## config.mk

```make
export PLATFORM = sky130hd
export DESIGN_NAME = systolic_ctrl_flat
export DESIGN_NICKNAME = d
export VERILOG_FILES = /design/src/rtl/systolic_ctrl_if.sv /design/src/rtl/systolic_ctrl.sv /design/src/flat_wrapper.sv
export SDC_FILE = /design/constraint.sdc
export NUM_CORES = 1
export LEC_CHECK = 0
export ABC_AREA = 1
export CORE_ASPECT_RATIO = 1.25
export CORE_MARGIN = 10
export CORE_UTILIZATION = 25
export DETAILED_ROUTE_END_ITERATION = 8
export GPL_TIMING_DRIVEN = 0
export PLACE_DENSITY = 0.56
export SETUP_SLACK_MARGIN = 0.05
export SLEW_MARGIN = 20
export SYNTH_ARGS = -nofsm -noshare
export SYNTH_HDL_FRONTEND = slang
export SYNTH_SLANG_ARGS = --single-unit
export TNS_END_PERCENT = 5
```

## constraint.sdc

```tcl
create_clock -name clk -period 3.15 [get_ports clk]
set_input_delay 0.4725 -clock clk [delete_from_list [all_inputs] [get_ports clk]]
set_output_delay 0.4725 -clock clk [all_outputs]
set_load 0.03 [all_outputs]
```

## src/rtl/systolic_ctrl_if.sv

```systemverilog
// ---------------------------------------------------------------------------
// systolic_ctrl_if
// Bundles the host start/done handshake, the operand-feed / accumulator-clear
// controls and the row-wise result readout handshake of the systolic
// sequencer.
//
// Parameters
//   N_SIZE : array dimension (rows = cols = inner dimension)
//
// Signals
//   start     host -> ctrl   request a multiply
//   busy      ctrl -> host   controller not idle
//   done      ctrl -> host   last result row accepted this cycle
//   k_idx     ctrl -> array  operand fetch index (column of A / row of B)
//   feed_en   ctrl -> array  shift enable for all skew registers
//   pe_clear  ctrl -> array  clear all PE accumulators
//   out_valid ctrl -> sink   result row valid
//   out_row   ctrl -> sink   index of presented result row
//   out_ready sink -> ctrl   consumer accepts the presented row
//
// Modports
//   master : the controller
//   slave  : host / array / consumer side
// ---------------------------------------------------------------------------
interface systolic_ctrl_if #(
    parameter int N_SIZE = 5
);
    localparam int CNT_W = $clog2(2 * N_SIZE) + 1;
    localparam int ROW_W = $clog2(N_SIZE);

    logic             start;
    logic             busy;
    logic             done;
    logic [CNT_W-1:0] k_idx;
    logic             feed_en;
    logic             pe_clear;
    logic             out_valid;
    logic [ROW_W-1:0] out_row;
    logic             out_ready;

    modport master (
        input  start,
        input  out_ready,
        output busy,
        output done,
        output k_idx,
        output feed_en,
        output pe_clear,
        output out_valid,
        output out_row
    );

    modport slave (
        output start,
        output out_ready,
        input  busy,
        input  done,
        input  k_idx,
        input  feed_en,
        input  pe_clear,
        input  out_valid,
        input  out_row
    );
endinterface

```

## src/rtl/systolic_ctrl.sv

```systemverilog
// ---------------------------------------------------------------------------
// systolic_ctrl
// Sequencer for one N_SIZE x N_SIZE systolic matrix multiply:
//   IDLE -> CLEAR (1 cycle accumulator clear)
//        -> FEED  (N_SIZE cycles, k_idx = 0..N_SIZE-1, skew registers shift)
//        -> DRAIN (2*N_SIZE-1 cycles, last operand crosses skew + array)
//        -> OUTPUT (one result row per out_valid/out_ready handshake)
//        -> IDLE  (done pulses on the acceptance of the last row)
//
// Ports
//   clk          clock, all logic on posedge
//   rst          synchronous reset, active-high; aborts any run without done
//   bus          systolic_ctrl_if.master (start/busy/done, feed controls,
//                result readout handshake)
//   perf_cycles  [31:0] busy-cycle counter, present only when the build
//                macro SYSTOLIC_CTRL_PERF_EN is defined
//
// Configuration
//   SYSTOLIC_CTRL_PERF_EN : adds perf_cycles. Undefined by default.
// ---------------------------------------------------------------------------
module systolic_ctrl #(
    parameter int N_SIZE = 5
) (
    input  logic                 clk,
    input  logic                 rst,
    systolic_ctrl_if.master      bus
`ifdef SYSTOLIC_CTRL_PERF_EN
    ,
    output logic [31:0]          perf_cycles
`endif
);

    localparam int CNT_W = $clog2(2 * N_SIZE) + 1;
    localparam int ROW_W = $clog2(N_SIZE);

    localparam logic [2:0] S_IDLE   = 3'd0;
    localparam logic [2:0] S_CLEAR  = 3'd1;
    localparam logic [2:0] S_FEED   = 3'd2;
    localparam logic [2:0] S_DRAIN  = 3'd3;
    localparam logic [2:0] S_OUTPUT = 3'd4;

    localparam logic [CNT_W-1:0] FEED_LAST  = CNT_W'(N_SIZE - 1);
    localparam logic [CNT_W-1:0] DRAIN_LAST = CNT_W'(2 * N_SIZE - 2);
    localparam logic [ROW_W-1:0] ROW_LAST   = ROW_W'(N_SIZE - 1);

    logic [2:0]       state_q, state_d;
    logic [CNT_W-1:0] cnt_q, cnt_d;

    logic             busy_q;
    logic             pe_clear_q;
    logic             feed_en_q;
    logic [CNT_W-1:0] k_idx_q;
    logic             out_valid_q;
    logic [ROW_W-1:0] out_row_q;

    logic             handshake;
    logic             last_row;

    assign handshake = out_valid_q && bus.out_ready;
    assign last_row  = (out_row_q == ROW_LAST);

    // ------------------------------------------------------------------
    // Next-state logic. One counter serves every phase: FEED index, DRAIN
    // hold time and OUTPUT row number. It restarts at zero whenever the
    // state changes, so each phase counts from 0.
    // ------------------------------------------------------------------
    always_comb begin
        state_d = state_q;
        cnt_d   = cnt_q;
        case (state_q)
            S_IDLE: begin
                if (bus.start) begin
                    state_d = S_CLEAR;
                end
            end
            S_CLEAR: begin
                state_d = S_FEED;
            end
            S_FEED: begin
                if (cnt_q == FEED_LAST) begin
                    state_d = S_DRAIN;
                end else begin
                    cnt_d = cnt_q + CNT_W'(1);
                end
            end
            S_DRAIN: begin
                if (cnt_q == DRAIN_LAST) begin
                    state_d = S_OUTPUT;
                end else begin
                    cnt_d = cnt_q + CNT_W'(1);
                end
            end
            S_OUTPUT: begin
                if (handshake) begin
                    if (last_row) begin
                        state_d = S_IDLE;
                    end else begin
                        cnt_d = cnt_q + CNT_W'(1);
                    end
                end
            end
            default: begin
                state_d = S_IDLE;
            end
        endcase
        if (state_d != state_q) begin
            cnt_d = '0;
        end
    end

    // ------------------------------------------------------------------
    // State, counter and output registers. Outputs are decoded from the
    // next state so they change on the same edge as the state itself.
    // ------------------------------------------------------------------
    always_ff @(posedge clk) begin
        if (rst) begin
            state_q     <= S_IDLE;
            cnt_q       <= '0;
            busy_q      <= 1'b0;
            pe_clear_q  <= 1'b0;
            feed_en_q   <= 1'b0;
            k_idx_q     <= '0;
            out_valid_q <= 1'b0;
            out_row_q   <= '0;
        end else begin
            state_q     <= state_d;
            cnt_q       <= cnt_d;
            busy_q      <= (state_d != S_IDLE);
            pe_clear_q  <= (state_d == S_CLEAR);
            feed_en_q   <= (state_d == S_FEED);
            k_idx_q     <= (state_d == S_FEED) ? cnt_d : '0;
            out_valid_q <= (state_d == S_OUTPUT);
            out_row_q   <= (state_d == S_OUTPUT) ? cnt_d[ROW_W-1:0] : '0;
        end
    end

    assign bus.busy      = busy_q;
    assign bus.pe_clear  = pe_clear_q;
    assign bus.feed_en   = feed_en_q;
    assign bus.k_idx     = k_idx_q;
    assign bus.out_valid = out_valid_q;
    assign bus.out_row   = out_row_q;

    // done marks the cycle in which the last row is accepted, so it has to
    // be qualified by out_ready of that very cycle; it is gated by
    // registered state only, which keeps it glitch-free and keeps busy high
    // while done is asserted (a start seen together with done is ignored).
    assign bus.done = handshake && last_row;

`ifdef SYSTOLIC_CTRL_PERF_EN
    // The accept cycle is counted as the first cycle of the run, so a run
    // reads from its start cycle through its done cycle inclusive.
    logic [31:0] perf_q;

    always_ff @(posedge clk) begin
        if (rst) begin
            perf_q <= '0;
        end else if (state_q == S_IDLE && bus.start) begin
            perf_q <= 32'd1;
        end else if (state_q != S_IDLE && perf_q != 32'hFFFF_FFFF) begin
            perf_q <= perf_q + 32'd1;
        end
    end

    assign perf_cycles = perf_q;
`endif

endmodule

```

## src/flat_wrapper.sv

```systemverilog
// flat-port wrapper written by rule: the top's interface ports become plain ports
module systolic_ctrl_flat 
#(
    parameter int N_SIZE = 5
)
  (clk, rst, bus_start, bus_out_ready, bus_busy, bus_done, bus_k_idx, bus_feed_en, bus_pe_clear, bus_out_valid, bus_out_row);
  systolic_ctrl_if #(.N_SIZE(N_SIZE)) bus_i ();
  input  logic clk;
  input  logic rst;
  input wire logic [$bits(bus_i.start)-1:0] bus_start;
  input wire logic [$bits(bus_i.out_ready)-1:0] bus_out_ready;
  output wire logic [$bits(bus_i.busy)-1:0] bus_busy;
  output wire logic [$bits(bus_i.done)-1:0] bus_done;
  output wire logic [$bits(bus_i.k_idx)-1:0] bus_k_idx;
  output wire logic [$bits(bus_i.feed_en)-1:0] bus_feed_en;
  output wire logic [$bits(bus_i.pe_clear)-1:0] bus_pe_clear;
  output wire logic [$bits(bus_i.out_valid)-1:0] bus_out_valid;
  output wire logic [$bits(bus_i.out_row)-1:0] bus_out_row;
  assign bus_i.start = bus_start;
  assign bus_i.out_ready = bus_out_ready;
  assign bus_busy = bus_i.busy;
  assign bus_done = bus_i.done;
  assign bus_k_idx = bus_i.k_idx;
  assign bus_feed_en = bus_i.feed_en;
  assign bus_pe_clear = bus_i.pe_clear;
  assign bus_out_valid = bus_i.out_valid;
  assign bus_out_row = bus_i.out_row;
  systolic_ctrl #(.N_SIZE(N_SIZE)) u_core (.clk(clk), .rst(rst), .bus(bus_i));
endmodule
```

==> impl_metrics.json <==
{
  "fin_crit_ns": 2.35,
  "worstSetupEndpointType": "output port",
  "antennaDiodeCount": 0,
  "viasPerCell": 4.29,
  "yosysSeqAreaShare_pct": 41.7,
  "drtIter0Drc": 16,
  "numCtsBuffers": 3,
  "cts_hold_buf": 0,
  "dieArea_um2": 6730,
  "crit_buf_inv": 4,
  "pre_cts_ws_ns": 0.797,
  "wl_per_cell_um": 10.8,
  "initial_core_util_pct": 25.6,
  "synthesis.nets": 143,
  "maxCapViolCount": 0,
  "grt_max_degree": 12,
  "p_per_area_nw_per_um2": 430,
  "synthCells": 137,
  "ys_top_cells_by_count": "nand2_1 (37), nor2_1 (23), dfxtp_1 (20)",
  "hp-start": "rst",
  "grt.overflow.total": 0,
  "outcome": "finished clean",
  "drtAntennaViolNets": 0,
  "post_synth_main_area_contributors": "dfxtp_1 (42%), nand2_1 (14%), nor2_1 (9.0%), inv_1 (6.6%), nand3_1 (4.7%)",
  "critical_path.slowest_cell": "clkdlybuf4s50_1",
  "worst_pin_slew_ns": 0.430,
  "holdPathStages": 2,
  "cts_resized": 0,
  "yosysTopAreaCell": "dfxtp_1",
  "yosys_warnings": 0,
  "async_reset_ff_share_pct": 0,
  "path_clk_slew_ns": 0.07,
  "cts_buffer_depth": 2,
  "port_buffers": 15,
  "synth.top_cell.area_share_pct": 41.7,
  "synth_edf_count": 0,
  "finClkSkew_ns": 0.00189,
  "clock-sinks": 20,
  "post-cts-setup-buffer-count": 0,
  "drive_gt1_share_pct": 13.5,
  "holdWs_ns": 0.601,
  "cp.arrival_ns": 1.88,
  "required_ns": 2.68,
  "rsz0062_at_grt": "no",
  "num_rows": 25,
  "power.leakage_nw": 0.560,
  "track_usage_pct": 6.93,
  "ios": 17,
  "fin_crit_sh_pct": 74.5,
  "insertion_delay_ns": 0.25,
  "hold_path.class": "in2reg",
  "crit_fanout": 3,
  "grt_pass1_vias": 855,
  "cp-start-kind": "primary input",
  "fmax_ghz": 0.426,
  "die_w_um": 75.4,
  "gp_congestion": 0.800,
  "maxSlewHeadroom_pct": 71.3,
  "setup_tns_ns": 0,
  "synth_flop_cell": "dfxtp_1",
  "dr.pass1.iters": 4,
  "timing.final.hold_violations": 0,
  "yosysMostFrequentCell": "nand2_1",
  "cts_tree": "yes",
  "htreeDepth": 1,
  "core-area_um2": 3750,
  "slew_viol_final": 0,
  "worst_r2r_path_depth": 10,
  "holdPathEnd": "u_core.cnt_q[4]",
  "drt_wl_total_um": 2110,
  "r2r_end": "u_core.bus.k_idx[2]",
  "synth_area_um2": 960,
  "hpwl_um": 1720,
  "yosysUniqueCellTypes": 20,
  "vdd_drop_max_mv": 0.278,
  "post-route-drc-count": 0,
  "critPathTopFamily": "buffers and inverters",
  "reg2reg_from": "u_core.cnt_q[0]",
  "vias": 840,
  "setup_viol": 0,
  "antenna_found_initial": 0,
  "worstSetupPathType": "in2out",
  "worst-r2r-setup-slack_ns": 1.47,
  "die_h_um": 89.3,
  "fin_ws_ns": 0.802,
  "critPathMaxStageDelay_ns": 0.66,
  "grt_first_pass_wirelength_um": 3620,
  "finalNetCount": 163,
  "clockRootBuffer": "clkbuf_8",
  "worstPathCellList": "clkdlybuf4s50_1, nand2_1, inv_1, nand3_1, inv_1, clkdlybuf4s50_1",
  "ys_ff_latch": 20,
  "syn2layout_area_growth_pct": 26.6,
  "syn_avg_cell_area_um2": 7.00
}
==> routing by layer <==
| layer | global-route usage, % | share of wire [%] | vias up |
|---|---|---|---|
| met5 | 0 | 0 | - |
| met4 | 4.06 | 2.0 | 0 |
| met3 | 2.22 | 4.2 | 4 |
| met2 | 12.2 | 52 | 15 |
| met1 | 6.87 | 42 | 365 |
| li1 | - | - | 456 |
==> sequential cells by signal, summed over array words and instances, names as in the netlist <==
register and cells:
u_core.bus.pe_clear 1, u_core.state_q 3, u_core.bus.busy 1, u_core.bus.feed_en 1, u_core.bus.out_row 3, u_core.bus.k_idx 5
u_core.bus.out_valid 1, u_core.cnt_q 5
==> how the worst max path moves through the flow <==
| stage | depth (start not counted) | slack, ns | from | end |
|---|---|---|---|---|
| 2_1_floorplan | 10 | 1.73 | u_core.cnt_q[0] | u_core.cnt_q[3] |
| 4_1_cts | 6 | 0.78 | bus_out_ready | bus_done |
| 5_1_grt | 6 | 0.68 | bus_out_ready | bus_done |
| 6_report | 6 | 0.80 | bus_out_ready | bus_done |
| 3_3_place_gp | 6 | 0.79 | bus_out_ready | bus_done |
| 3_5_place_dp | 6 | 0.80 | bus_out_ready | bus_done |
==> layout make-up <==
class | instances | area, um^2
Clock buffer | 4 | 55.1
Buffer | 1 | 3.75
Timing Repair Buffer | 15 | 150
Sequential cell | 20 | 400
Tap cell | 40 | 50.0
Fill cell | 412 | 2540
Inverter | 21 | 78.8
Multi-Input combinational cell | 95 | 477
==> where the power goes <==
group / switching (mW) / internal (mW)
combinational: 0.0440 / 0.0249
clock: 0.0799 / 0.111
sequential: 0.00403 / 0.259
total: 0.128 / 0.395
==> stage by stage <==
| step | instance area, um^2 | util, % | total power, mW | std cells |
|---|---|---|---|---|
| 2_1_floorplan | 960 | - | 0.319 | 137 |
| 3_3_place_gp | 1160 | 30.9 | 0.339 | 192 |
| 3_5_place_dp | 1160 | 30.9 | 0.339 | 192 |
| 4_1_cts | 1210 | 32.4 | 0.532 | 196 |
| 5_1_grt | 1210 | 32.4 | 0.552 | 196 |
| 6_report | 1210 | 32.4 | 0.523 | 196 |
==> kinds of logic (layout without fill, tap and decap cells) <==
kind of cell	after synthesis	count (layout)	synth area share, %
compound gates	9	9	6.13
xor+xnor	2	2	1.83
fa+ha+maj	2	2	2.61
buf+inv	22	41	8.60
flops	20	20	41.7
simple gates	82	82	39.1
==> placed cells by master, fill, tap and decap left out, types with 4 or more instances in the layout <==
master | netlist | layout
inv_2 | 4 | 4
clkbuf_8 | 0 | 4
nand3_1 | 9 | 9
o21ai_0 | 4 | 4
dfxtp_1 | 20 | 20
nand2_1 | 37 | 37
clkdlybuf4s50_1 | 0 | 15
inv_1 | 17 | 17
nand2_2 | 6 | 6
nor2_1 | 23 | 23
No activity file was read; power rests on OpenSTA's default activity.
